--- config.mk ---
export PLATFORM = sky130hd
export DESIGN_NAME = ksa_pipe
export DESIGN_NICKNAME = d
export VERILOG_FILES = /design/src/rtl/ksa_pkg.sv /design/src/rtl/ks_prefix_cell.sv /design/src/rtl/ksa_pipe.sv
export SDC_FILE = /design/constraint.sdc
export NUM_CORES = 1
export LEC_CHECK = 0
export CORE_UTILIZATION = 62
export CTS_CLUSTER_DIAMETER = 120
export CTS_CLUSTER_SIZE = 24
export DETAILED_ROUTE_END_ITERATION = 6
export GPL_ROUTABILITY_DRIVEN = 0
export PLACE_DENSITY = 0.83
export SYNTH_ARGS = -nofsm -noshare
export SYNTH_HDL_FRONTEND = slang
export SYNTH_HIERARCHICAL = 1
export SYNTH_SLANG_ARGS = --single-unit
export TNS_END_PERCENT = 10
--- constraint.sdc ---
create_clock -name clk -period 8 [get_ports clk]
set_input_delay 1.6 -clock clk [delete_from_list [all_inputs] [get_ports clk]]
set_output_delay 1.6 -clock clk [all_outputs]
set_load 0.02 [all_outputs]
--- src/rtl/ksa_pkg.sv ---
// Shared types and sizing helpers for the pipelined Kogge-Stone adder.
package ksa_pkg;

  typedef struct packed {
    logic g;
    logic p;
  } gp_t;

  function automatic int ksa_levels(input int width);
    return $clog2(width);
  endfunction

endpackage

--- src/rtl/ks_prefix_cell.sv ---
// Combinational Kogge-Stone prefix operator: (G,P) o (G',P') = (G | P&G', P&P').
module ks_prefix_cell
  import ksa_pkg::*;
(
  input  gp_t hi_i,
  input  gp_t lo_i,
  output gp_t res_o
);

  assign res_o.g = hi_i.g | (hi_i.p & lo_i.g);
  assign res_o.p = hi_i.p & lo_i.p;

endmodule

--- src/rtl/ksa_pipe.sv ---
// Pipelined Kogge-Stone add/subtract, LEVELS+2 cycle latency, one beat per cycle.
// A stalled output (out_valid && !out_ready) freezes every stage and drops in_ready.
module ksa_pipe
  import ksa_pkg::*;
#(
  parameter  int WIDTH  = 16,
  localparam int LEVELS = ksa_levels(WIDTH)
) (
  input  logic             clk,
  input  logic             rst,
  input  logic             in_valid,
  output logic             in_ready,
  input  logic [WIDTH-1:0] a,
  input  logic [WIDTH-1:0] b,
  input  logic             cin,
  input  logic             sub,
  output logic             out_valid,
  input  logic             out_ready,
  output logic [WIDTH-1:0] sum,
  output logic             cout,
  output logic             ovf
);

  logic stall;
  logic en;

  // Prefix position 0 is the carry-in (bit -1); position i+1 is operand bit i.
  gp_t [WIDTH:0]    gp0_d;
  gp_t [WIDTH:0]    gp_d [1:LEVELS];
  gp_t [WIDTH:0]    gp_q [0:LEVELS];
  logic [WIDTH-1:0] p_q  [0:LEVELS];
  logic [WIDTH-1:0] b_eff;
  logic [WIDTH-1:0] p0_d;
  logic [LEVELS:0]  vld_q;

  logic             out_valid_q;
  logic [WIDTH-1:0] sum_q, sum_d;
  logic             cout_q, cout_d;
  logic             ovf_q, ovf_d;

  assign stall    = out_valid_q && !out_ready;
  assign en       = !stall;
  assign in_ready = en;

  always_comb begin
    b_eff    = sub ? ~b : b;
    p0_d     = a ^ b_eff;
    gp0_d    = '0;
    gp0_d[0] = '{g: (sub | cin), p: 1'b0};
    for (int i = 0; i < WIDTH; i++) begin
      gp0_d[i+1] = '{g: (a[i] & b_eff[i]), p: p0_d[i]};
    end
  end

  for (genvar l = 1; l <= LEVELS; l++) begin : g_lvl
    localparam int SPAN = 1 << (l - 1);
    for (genvar k = 0; k <= WIDTH; k++) begin : g_pos
      if (k >= SPAN) begin : g_cell
        ks_prefix_cell u_cell (
          .hi_i  (gp_q[l-1][k]),
          .lo_i  (gp_q[l-1][k-SPAN]),
          .res_o (gp_d[l][k])
        );
      end else begin : g_pass
        assign gp_d[l][k] = gp_q[l-1][k];
      end
    end
  end

  // After the last level, position i holds the carry into bit i; position WIDTH
  // still lacks the carry-in, so cout folds it in here.
  always_comb begin
    for (int i = 0; i < WIDTH; i++) begin
      sum_d[i] = p_q[LEVELS][i] ^ gp_q[LEVELS][i].g;
    end
    cout_d = gp_q[LEVELS][WIDTH].g | (gp_q[LEVELS][WIDTH].p & gp_q[LEVELS][0].g);
    ovf_d  = gp_q[LEVELS][WIDTH-1].g ^ cout_d;
  end

  always_ff @(posedge clk) begin
    if (en) begin
      gp_q[0] <= gp0_d;
      p_q[0]  <= p0_d;
      for (int l = 1; l <= LEVELS; l++) begin
        gp_q[l] <= gp_d[l];
        p_q[l]  <= p_q[l-1];
      end
    end
  end

  always_ff @(posedge clk) begin
    if (rst) begin
      vld_q       <= '0;
      out_valid_q <= 1'b0;
      sum_q       <= '0;
      cout_q      <= 1'b0;
      ovf_q       <= 1'b0;
    end else if (en) begin
      vld_q       <= {vld_q[LEVELS-1:0], in_valid};
      out_valid_q <= vld_q[LEVELS];
      if (vld_q[LEVELS]) begin
        sum_q  <= sum_d;
        cout_q <= cout_d;
        ovf_q  <= ovf_d;
      end
    end
  end

  assign out_valid = out_valid_q;
  assign sum       = sum_q;
  assign cout      = cout_q;
  assign ovf       = ovf_q;

endmodule
==> results of run 1 <==
==> sequential cells by signal, indices dropped and copies added, names as in the netlist <==
name,flops
sum,16
vld_q,5
ovf,1
cout,1
gp_q,123
p_q,80
out_valid,1
==> where the power goes <==
| part | switching [uW] | total [uW] | internal (uW) |
|---|---|---|---|
| clock | 336 | 645 | 309 |
| sequential | 82.2 | 1560 | 1480 |
| combinational | 51.9 | 137 | 85.0 |
==> metal layers <==
| metal | part of all wire, % | vias up | wire length [um] | track usage [%] |
|---|---|---|---|---|
| li1 | - | 1785 | - | - |
| met2 | 52 | 84 | 5825 | 30.61 |
| met1 | 42 | 1770 | 4676 | 21.31 |
| met5 | 0 | - | 0 | 0 |
| met4 | 2.0 | 0 | 217 | 5.063 |
| met3 | 3.7 | 17 | 408 | 2.781 |
==> per-stage QoR <==
stage                     total power (uW)  std cells
after floorplan                       1644        438
after global placement                1706        658
after detailed placement              1724        658
after CTS                             2358        679
after global routing                  2424        679
final                                 2340        679
==> worst max-delay path by stage <==
| stage | end | slack [ps] | depth (start not counted) |
|---|---|---|---|
| finish | in_ready | 3160 | 4 |
| global route | in_ready | 3100 | 4 |
| CTS | in_ready | 3150 | 4 |
| detailed placement | in_ready | 3150 | 4 |
| global placement | in_ready | 3190 | 4 |
| floorplan | in_ready | 2160 | 3 |
==> cell type report <==
| class | count | area share [%] |
|---|---|---|
| tap | 172 | 2.308 |
| inverter | 2 | 0.1611 |
| timing repair buffer | 59 | 6.281 |
| clock buffer | 20 | 3.771 |
| sequential | 227 | 70.54 |
| multi-input combinational | 198 | 16.76 |
| clock inverter | 1 | 0.1745 |
==> metrics.md, run 1 <==
| Metric | Value |
|---|---|
| Outcome | completed |
| TritonCTS clock tree | done |
| Hold_ws | 406.9 ps |
| Layout cell share with drive strength beyond 1 | 13.41% |
| Fin Clk Skew | 18.54 ps |
| Slew Viols, Final | 0 |
| Pre-antenna DRT Iters | 4 |
| Min-delay src | p_q[0][21] |
| Lkg Pwr | roughly 0.0037 uW |
| Commonest non-fill, non-tap cells in the layout | 203 x edfxtp_1, 57 x clkdlybuf4s50_1, 53 x a21o_1 |
| Worst Max-Slew Pin Slew | 1089 ps |
| Worst setup SP type | input pin |
| # clock sinks | about 230 |
| Port bufs | 57 |
| Final instance area | between 9000 and 10000 um2 |
| Setup slack after layout | roughly 3200 ps |
| Final antenna-violating net count | 0 |
| Via Count | 3656 |
| Layout Utilization | 72.98% |
| Worst EP required | 6400 ps |
| # rows | 41 |
| Ports | 58 |
| Core area | about 13000 um2 |
| Syn Inst Count | approximately 440 |
| Worst Hold Endpoint | p_q[0][37] |
| FF-to-FF Start | out_valid |
| Tmin final | between 4000 and 5000 ps |
| Root Buffer | clkbuf_16 |
| Cell area after placement | between 8000 and 9000 um2 |
| Reg2reg path depth | 3 |
| Final nets | 555 |
| Hold WC Path Type | flip-flop to flip-flop |
| Multi-input gate area | 1563 um2 |
| Worst path slowest cell | clkdlybuf4s50_1 |
| Hold path cells | 0 |
| Endpoints failing setup | 0 |
| Crit-path most repeated cell | clkdlybuf4s50_1 |
| Worst Setup Path Type | input pin to output pin |
| Seq. cell area | 6576 um2 |
| Post-Route WL | 11130 um |
| Yosys warning count | 6 |
| DRC viols | 0 |
| Fin. Hold Viols | 0 |
| Reg2Reg Setup Slack | 5830 ps |
| Post-cts resize count | 0 |
| Crit path max-delay family | buffers and inverters |
| Maximum vdd ir drop | 0.2072 mV |
| Post-synthesis cell area | 8208 um2 |
| Commonest non-fill, non-tap cell in the layout | edfxtp_1 |
| Worst Path Buf+Inv | 3 |
| H-tree depth | 1 |
| Largest stage delay on the critical path | 690 ps |
| Worst Path Arrival | approximately 3200 ps |
| Reg2reg end | gp_q[0][15] |
| CP startpoint | out_ready |
| Slew HR | 27.41% |
| Final HPWL from detailed placement | around 7400 um |
| Post-Syn Area per Cell | 18.74 um2 |
| Crit-path cells | clkdlybuf4s50_1, nor2b_4, inv_8, clkdlybuf4s50_1 |
| Ant diodes | 0 |
| Vias in the first global route | 3625 |
| Syn nets | 492 |
| # hold bufs at CTS | 0 |
| Initial antenna violation count | 0 |
| Vias per cell | 5.384 |
| Maximum clock rate | 206.5 MHz |
| Initial core utilization | 64.26% |
| CTS clk-pin slew, worst paths | 90 ps |
| Clock latency on the worst-skew pair | 460 ps |
| Pre-CTS setup slack | around 3100 ps |
| Die area | 13700 um2 |
| Filler cells | 733 |
| CTS buffer count | 13 |
| Clk buf depth | 3 |
| Area Growth Syn to Fin | 13.58% |
| Post-CTS setup buffer count | 0 |
| First-pass GRT wire length | 17540 um |
| WL/cell | roughly 16 um |
| PD cells | 251.0 nW/um2 |
| Tot GR Track Use | ~17% |
| Final period util | 60.55% |
| Critical path fanouts, max | 70 |
| Grt ovf | 0 |
| Largest net degree at the start of global routing | 93 |
| Worst setup EP type | output pin |
| Die Wd | 117.1 um |
| Max-cap violations | 0 |
| Die Y | approximately 120 um |
| Initial drt markers | 207 |
| Aggregate negative setup slack | 0 ps |
| RSZ-0062 raised after global routing | no |
Note: power is estimated with default switching activity, not from simulation.
==> inputs of run 2 (changes only) <==
--- a/config.mk
+++ b/config.mk
@@ -5,12 +5,12 @@
 export SDC_FILE = /design/constraint.sdc
 export NUM_CORES = 1
 export LEC_CHECK = 0
-export CORE_UTILIZATION = 62
+export CORE_UTILIZATION = 58
 export CTS_CLUSTER_DIAMETER = 120
 export CTS_CLUSTER_SIZE = 24
 export DETAILED_ROUTE_END_ITERATION = 6
 export GPL_ROUTABILITY_DRIVEN = 0
-export PLACE_DENSITY = 0.83
+export PLACE_DENSITY = 0.79
 export SYNTH_ARGS = -nofsm -noshare
 export SYNTH_HDL_FRONTEND = slang
 export SYNTH_HIERARCHICAL = 1
==> constraint.sdc (replaced) <==
create_clock -name clk -period 4.5 [get_ports clk]
set_input_delay 0.9 -clock clk [delete_from_list [all_inputs] [get_ports clk]]
set_output_delay 0.9 -clock clk [all_outputs]
set_load 0.02 [all_outputs]
==> run 2 against run 1 <==
Register-to-register slack got worse by 3300 ps. Non-clock buffer count shrank 1. Via count decreased by 2.6%. Routed wire length is 3.6% lower. Final area about the same. Power rose by 77%. Global-route usage down 1.8 points. Sequential cell count did not move. Combinational power grew 77%. Die area up 6.8%. Critical path depth stayed put. Sequential power grew 77%. Critical path type unchanged. Critical endpoint unchanged.
==> metrics.md, run 2 (synthesis results as in run 1) <==
| Metric | Value |
|---|---|
| Outcome | completed |
| Filler cells | 886 (+21%) |
| Pint | 3314 uW (+77%) |
| Min-delay src | p_q[0][22] |
| Tot GR Track Use | 15.15% (-1.8 points) |
| Layout cell share with drive strength beyond 1 | 13.52% (+0.11 points) |
| Ports | 58 (unchanged) |
| Fin. Hold Viols | 0 (unchanged) |
| Maximum clock rate | 323.4 MHz |
| Switching Share | 20.15% (+0.050 points) |
| Fin Clk Skew | 16.60 ps (-1.938 ps) |
| Worst setup SP type | input pin |
| Crit path max-delay family | buffers and inverters |
| Die Y | 121.0 um (+3.3%) |
| Pre-antenna DRT Iters | 4 (unchanged) |
| Lkg Pwr | 0.003682 uW (about the same) |
| Worst Max-Slew Pin Slew | 1242 ps (+152.7 ps) |
| RSZ-0062 raised after global routing | no |
| Switching power | 836.2 uW (+78%) |
| Seq. cell area | 6576 um2 (unchanged) |
| Aggregate negative setup slack | 0 ps (unchanged) |
| Final nets | 554 (-0.18%) |
| Clock share of power | 27.6% (about the same) |
| Final HPWL from detailed placement | 6886 um (-7.1%) |
| Sequential power share | 66.6% (about the same) |
| Core area | 13830 um2 (+8.2%) |
| H-tree depth | 1 (unchanged) |
| Grt ovf | 0 (unchanged) |
| Hold_ws | 418.8 ps (+11.89 ps) |
| Die area | 14630 um2 (+6.8%) |
| Critical path fanouts, max | 7 (-90%) |
| Multi-input gate area | 1563 um2 (unchanged) |
| Final antenna-violating net count | 0 (unchanged) |
| Tmin final | 3093 ps |
| Die Wd | 121.0 um (+3.3%) |
| Initial core utilization | 59.36% (-4.9 points) |
| Slew HR | 17.23% (-10 points) |
| Vias in the first global route | 3558 (-1.8%) |
| CTS buffer count | 13 (unchanged) |
| Worst EP required | 3600 ps (-2800 ps) |
| WL/cell | 15.71 um (-4.2%) |
| # clock sinks | 227 (unchanged) |
| Largest net degree at the start of global routing | 228 (+150%) |
| DRC viols | 0 (unchanged) |
| Port bufs | 57 (unchanged) |
| # hold bufs at CTS | 0 (unchanged) |
| Worst Path Arrival | 2190 ps (-1050 ps) |
| Hold WC Path Type | flip-flop to flip-flop |
| Worst Setup Path Type | input pin to output pin |
| Post-Route WL | 10730 um (-3.6%) |
| Area Growth Syn to Fin | 13.69% (about the same) |
| Post-cts resize count | 0 (unchanged) |
| Post-CTS setup buffer count | 0 (unchanged) |
| # rows | 43 (+4.9%) |
| Initial drt markers | 188 (-9.2%) |
| First-pass GRT wire length | 17300 um (-1.4%) |
| Crit-path most repeated cell | clkdlybuf4s50_1 |
| Clock latency on the worst-skew pair | 470 ps (about the same) |
| PD cells | 444.8 nW/um2 (+77%) |
| Max-cap violations | 0 (unchanged) |
| Final period util | between 60 and 70% |
| Slew Viols, Final | 0 (unchanged) |
| Worst Path Buf+Inv | 3 (unchanged) |
| Endpoints failing setup | 0 (unchanged) |
| Ant diodes | 0 (unchanged) |
| Worst setup EP type | output pin |
| Crit-path cells | clkdlybuf4s50_1, nor2b_4, inv_8, clkdlybuf4s50_1 |
| Worst path slowest cell | clkdlybuf4s50_1 |
| Via Count | 3562 (-2.6%) |
| CP startpoint | out_ready |
| Initial antenna violation count | 0 (unchanged) |
| Commonest non-fill, non-tap cells in the layout | 203 x edfxtp_1, 57 x clkdlybuf4s50_1, 53 x a21o_1 |
| Comb pwr share | 5.9% (about the same) |
| TritonCTS clock tree | done |
| Root Buffer | clkbuf_16 |
| Vias per cell | 5.215 (-3.1%) |
| Largest stage delay on the critical path | 530 ps (-160 ps) |
| Maximum vdd ir drop | 0.2778 mV (+34%) |
| Reg with most FFs | gp_q |
| Max reg flops | 123 (unchanged) |
| Commonest non-fill, non-tap cell in the layout | edfxtp_1 |
| Clk buf depth | 3 (unchanged) |
| FF-to-FF Start | out_valid |
| CTS clk-pin slew, worst paths | 90 ps (about the same) |
run 2: cell count changes in the layout (fill, tap and decap cells not counted):
cell      before  now
buf_12         0    1
clkbuf_1       7    3
inv_6          0    1
buf_4          2    0
run 2: power by group through the flow:
| stage | clock (uW) | combinational (uW) | sequential (uW) |
|---|---|---|---|
| 3_5_place_dp | 0 | 241 | 2820 |
| 2_1_floorplan | 0 | 170 | 2750 |
| 5_1_grt | 1250 | 270 | 2800 |
| 6_report | 1140 | 243 | 2760 |
| 4_1_cts | 1170 | 248 | 2770 |
| 3_3_place_gp | 0 | 234 | 2800 |
run 2: final cells by class:
class	instances	area share, %
repair buffers	58	6.329
inverters	2	0.1609
clock buffers	16	3.607
multi-input cells	198	16.75
clock inverters	2	0.2682
well taps	180	2.414
flip-flops and latches	227	70.47
run 2: worst paths after layout:
check	end	slack [ps]	cells past startpoint
setup / recovery	in_ready	1410	4
hold / removal	p_q[0][38]	420	0
setup reg to reg	sum[3]	2500	5
hold reg to reg	p_q[0][38]	420	0
run 2: through the flow:
step | utilization, % | power, uW | instance area [um2] | instances | worst slack (ps)
floorplan | - | 2922 | 8208 | 438 | 63.62
global placement | 64.87 | 3035 | 8970 | 665 | 1416
detailed placement | 64.87 | 3061 | 8970 | 665 | 1357
CTS | 67.49 | 4189 | 9331 | 683 | 1393
global route | 67.49 | 4314 | 9331 | 683 | 1370
finish | 67.49 | 4150 | 9331 | 683 | 1407
run 2: layer usage:
| layer | track usage [%] | up-vias | part of all wire (%) |
|---|---|---|---|
| met5 | 0 | - | 0 |
| met4 | 3.086 | 0 | 1.7 |
| met3 | 2.397 | 14 | 3.5 |
| met2 | 28.36 | 77 | 52 |
| met1 | 18.48 | 1697 | 43 |
| li1 | - | 1774 | - |
==> inputs of run 3 (changes only) <==
==> constraint.sdc (replaced) <==
create_clock -name clk -period 3.1 [get_ports clk]
set_input_delay 0.62 -clock clk [delete_from_list [all_inputs] [get_ports clk]]
set_output_delay 0.62 -clock clk [all_outputs]
set_load 0.02 [all_outputs]
==> run 3 against run 2 <==
Count of clock-buffer cells in the layout increased by 4. Register-to-register slack lost 1300 ps. Cell count is 1.0% higher. Worst setup slack worse by 860 ps. Sequential cell count stayed put. Routed wire length up 2.2%. Global-route usage up 0.69 points. Critical path depth unchanged. Clock skew up 2.4 ps. Die area unchanged.
==> metrics.md, run 3 (synthesis results as in run 1) <==
| Metric | Value |
|---|---|
| Post-cts resize count | 0 (unchanged) |
| Commonest non-fill, non-tap cells in the layout | 203 x edfxtp_1, 57 x clkdlybuf4s50_1, 53 x a21o_1 |
| WL/cell | 15.89 um (+1.2%) |
| Worst EP required | 2480 ps (-1120 ps) |
| Die Wd | 121.0 um (unchanged) |
| Final instance area | 9380 um2 (+0.52%) |
| Core area | 13830 um2 (unchanged) |
| Worst setup SP type | input pin |
| Via Count | 3604 (+1.2%) |
| Crit path max-delay family | buffers and inverters |
| Vias per cell | 5.223 (+0.15%) |
| Final period util | between 80% and 90% |
| Final nets | 558 (+0.72%) |
| Fin. Hold Viols | 0 (unchanged) |
| Reg with most FFs | gp_q |
| Fin Clk Skew | 19.03 ps (+2.426 ps) |
| Maximum clock rate | 392.1 MHz |
| GR peak layer | met2 |
| Slew HR | 52.02% (+35 points) |
| Worst setup EP type | output pin |
| Final HPWL from detailed placement | 7189 um (+4.4%) |
| # hold bufs at CTS | 0 (unchanged) |
| Worst Path Buf+Inv | 3 (unchanged) |
| Post-Route WL | 10970 um (+2.2%) |
| TritonCTS clock tree | done |
| Die Y | 121.0 um (unchanged) |
| Reg2Reg Setup Slack | 1240 ps (-1260 ps) |
| H-tree depth | 1 (unchanged) |
| PD cells | 643.1 nW/um2 (+45%) |
| Worst path slowest cell | clkdlybuf4s50_1 |
| Critical path fanouts, max | 7 (unchanged) |
| Initial drt markers | 205 (+9.0%) |
| Clock latency on the worst-skew pair | 460 ps (about the same) |
| Clk buf depth | 3 (unchanged) |
| Die area | 14630 um2 (unchanged) |
| Max reg flops | 123 (unchanged) |
| GR Util met1 | 19.29% (+0.81 points) |
| Post-CTS setup buffer count | 0 (unchanged) |
| Commonest non-fill, non-tap cell in the layout | edfxtp_1 |
| Ant diodes | 0 (unchanged) |
| Layout cell share with drive strength beyond 1 | 13.92% (+0.40 points) |
| Area Growth Syn to Fin | 14.28% |
| Hold WC Path Type | flip-flop to flip-flop |
| CTS buffer count | 13 (unchanged) |
| Layout Utilization | 67.84% (+0.35 points) |
| DRC viols | 0 (unchanged) |
| Lkg Pwr | 0.003706 uW (+0.67%) |
| CTS clk-pin slew, worst paths | 90 ps (about the same) |
| Grt ovf | 0 (unchanged) |
| # clock sinks | 227 (unchanged) |
| Root Buffer | clkbuf_16 |
| Max-cap violations | 0 (unchanged) |
| Port bufs | 57 (unchanged) |
| Tot GR Track Use | 15.85% (+0.69 points) |
| RSZ-0062 raised after global routing | no |
| Pre-antenna DRT Iters | 6 (+2) |
| Ports | 58 (unchanged) |
| Worst Setup Path Type | input pin to output pin |
| Hold_ws | 416.5 ps (-2.340 ps) |
| Worst Path Arrival | 1930 ps (-260 ps) |
| Slew Viols, Final | 0 (unchanged) |
| Initial antenna violation count | 0 (unchanged) |
| Crit-path most repeated cell | clkdlybuf4s50_1 |
| Largest stage delay on the critical path | 540 ps (about the same) |
| Cell area after placement | 9012 um2 (+0.47%) |
| Crit-path cells | clkdlybuf4s50_1, nor2b_4, inv_8, clkdlybuf4s50_1 |
| Vias in the first global route | 3625 (+1.9%) |
| Worst Max-Slew Pin Slew | 718.8 ps (-522.8 ps) |
| Maximum vdd ir drop | 0.3452 mV (+24%) |
| Tmin final | 2550 ps |
| Design Power | 6033 uW (+45%) |
| Outcome | completed |
| Met3 Track Usage GR | 2.632% (+0.23 points) |
| First-pass GRT wire length | 17820 um (+3.0%) |
| Endpoints failing setup | 0 (unchanged) |
| Final antenna-violating net count | 0 (unchanged) |
| # rows | 43 (unchanged) |
| Aggregate negative setup slack | 0 ps (unchanged) |
| Initial core utilization | 59.36% (unchanged) |
| Largest net degree at the start of global routing | 94 (-59%) |
| Grt met2 use | 28.82% (+0.46 points) |
[run 3: per-stage QoR]
stage / cells / worst slack, ps
global placement: 669 / 559.7
global route: 690 / 508.7
CTS: 690 / 531.7
finish: 690 / 549.8
detailed placement: 669 / 482.5
floorplan: 438 / 275.7
[run 3: cell type report]
cell class	count	area, um2
flip-flops and latches	227	6576
clock buffers	20	351.6
multi-input cells	198	1563
repair buffers	62	633.1
fillers	886	4447
well taps	180	225.2
clock inverters	1	16.27
inverters	2	15.01
[run 3: report_power, final]
group / internal (uW) / switching (uW)
Combinational: 222 / 136
Clock: 798 / 863
Sequential: 3810 / 206
[run 3: path summary, 6_finish.rpt]
check,cells past startpoint,endpoint,from
worst min-delay path,0,p_q[0][37],p_q[0][21]
worst min register to register,0,p_q[0][37],p_q[0][21]
worst max register to register,4,p_q[0][29],out_valid
worst max-delay path,4,in_ready,out_ready
[run 3: routing by layer]
metal	wire length, um	up-vias
met1	4538	1725
li1	-	1781
met3	426	18
met5	0	-
met2	5826	80
met4	174	0
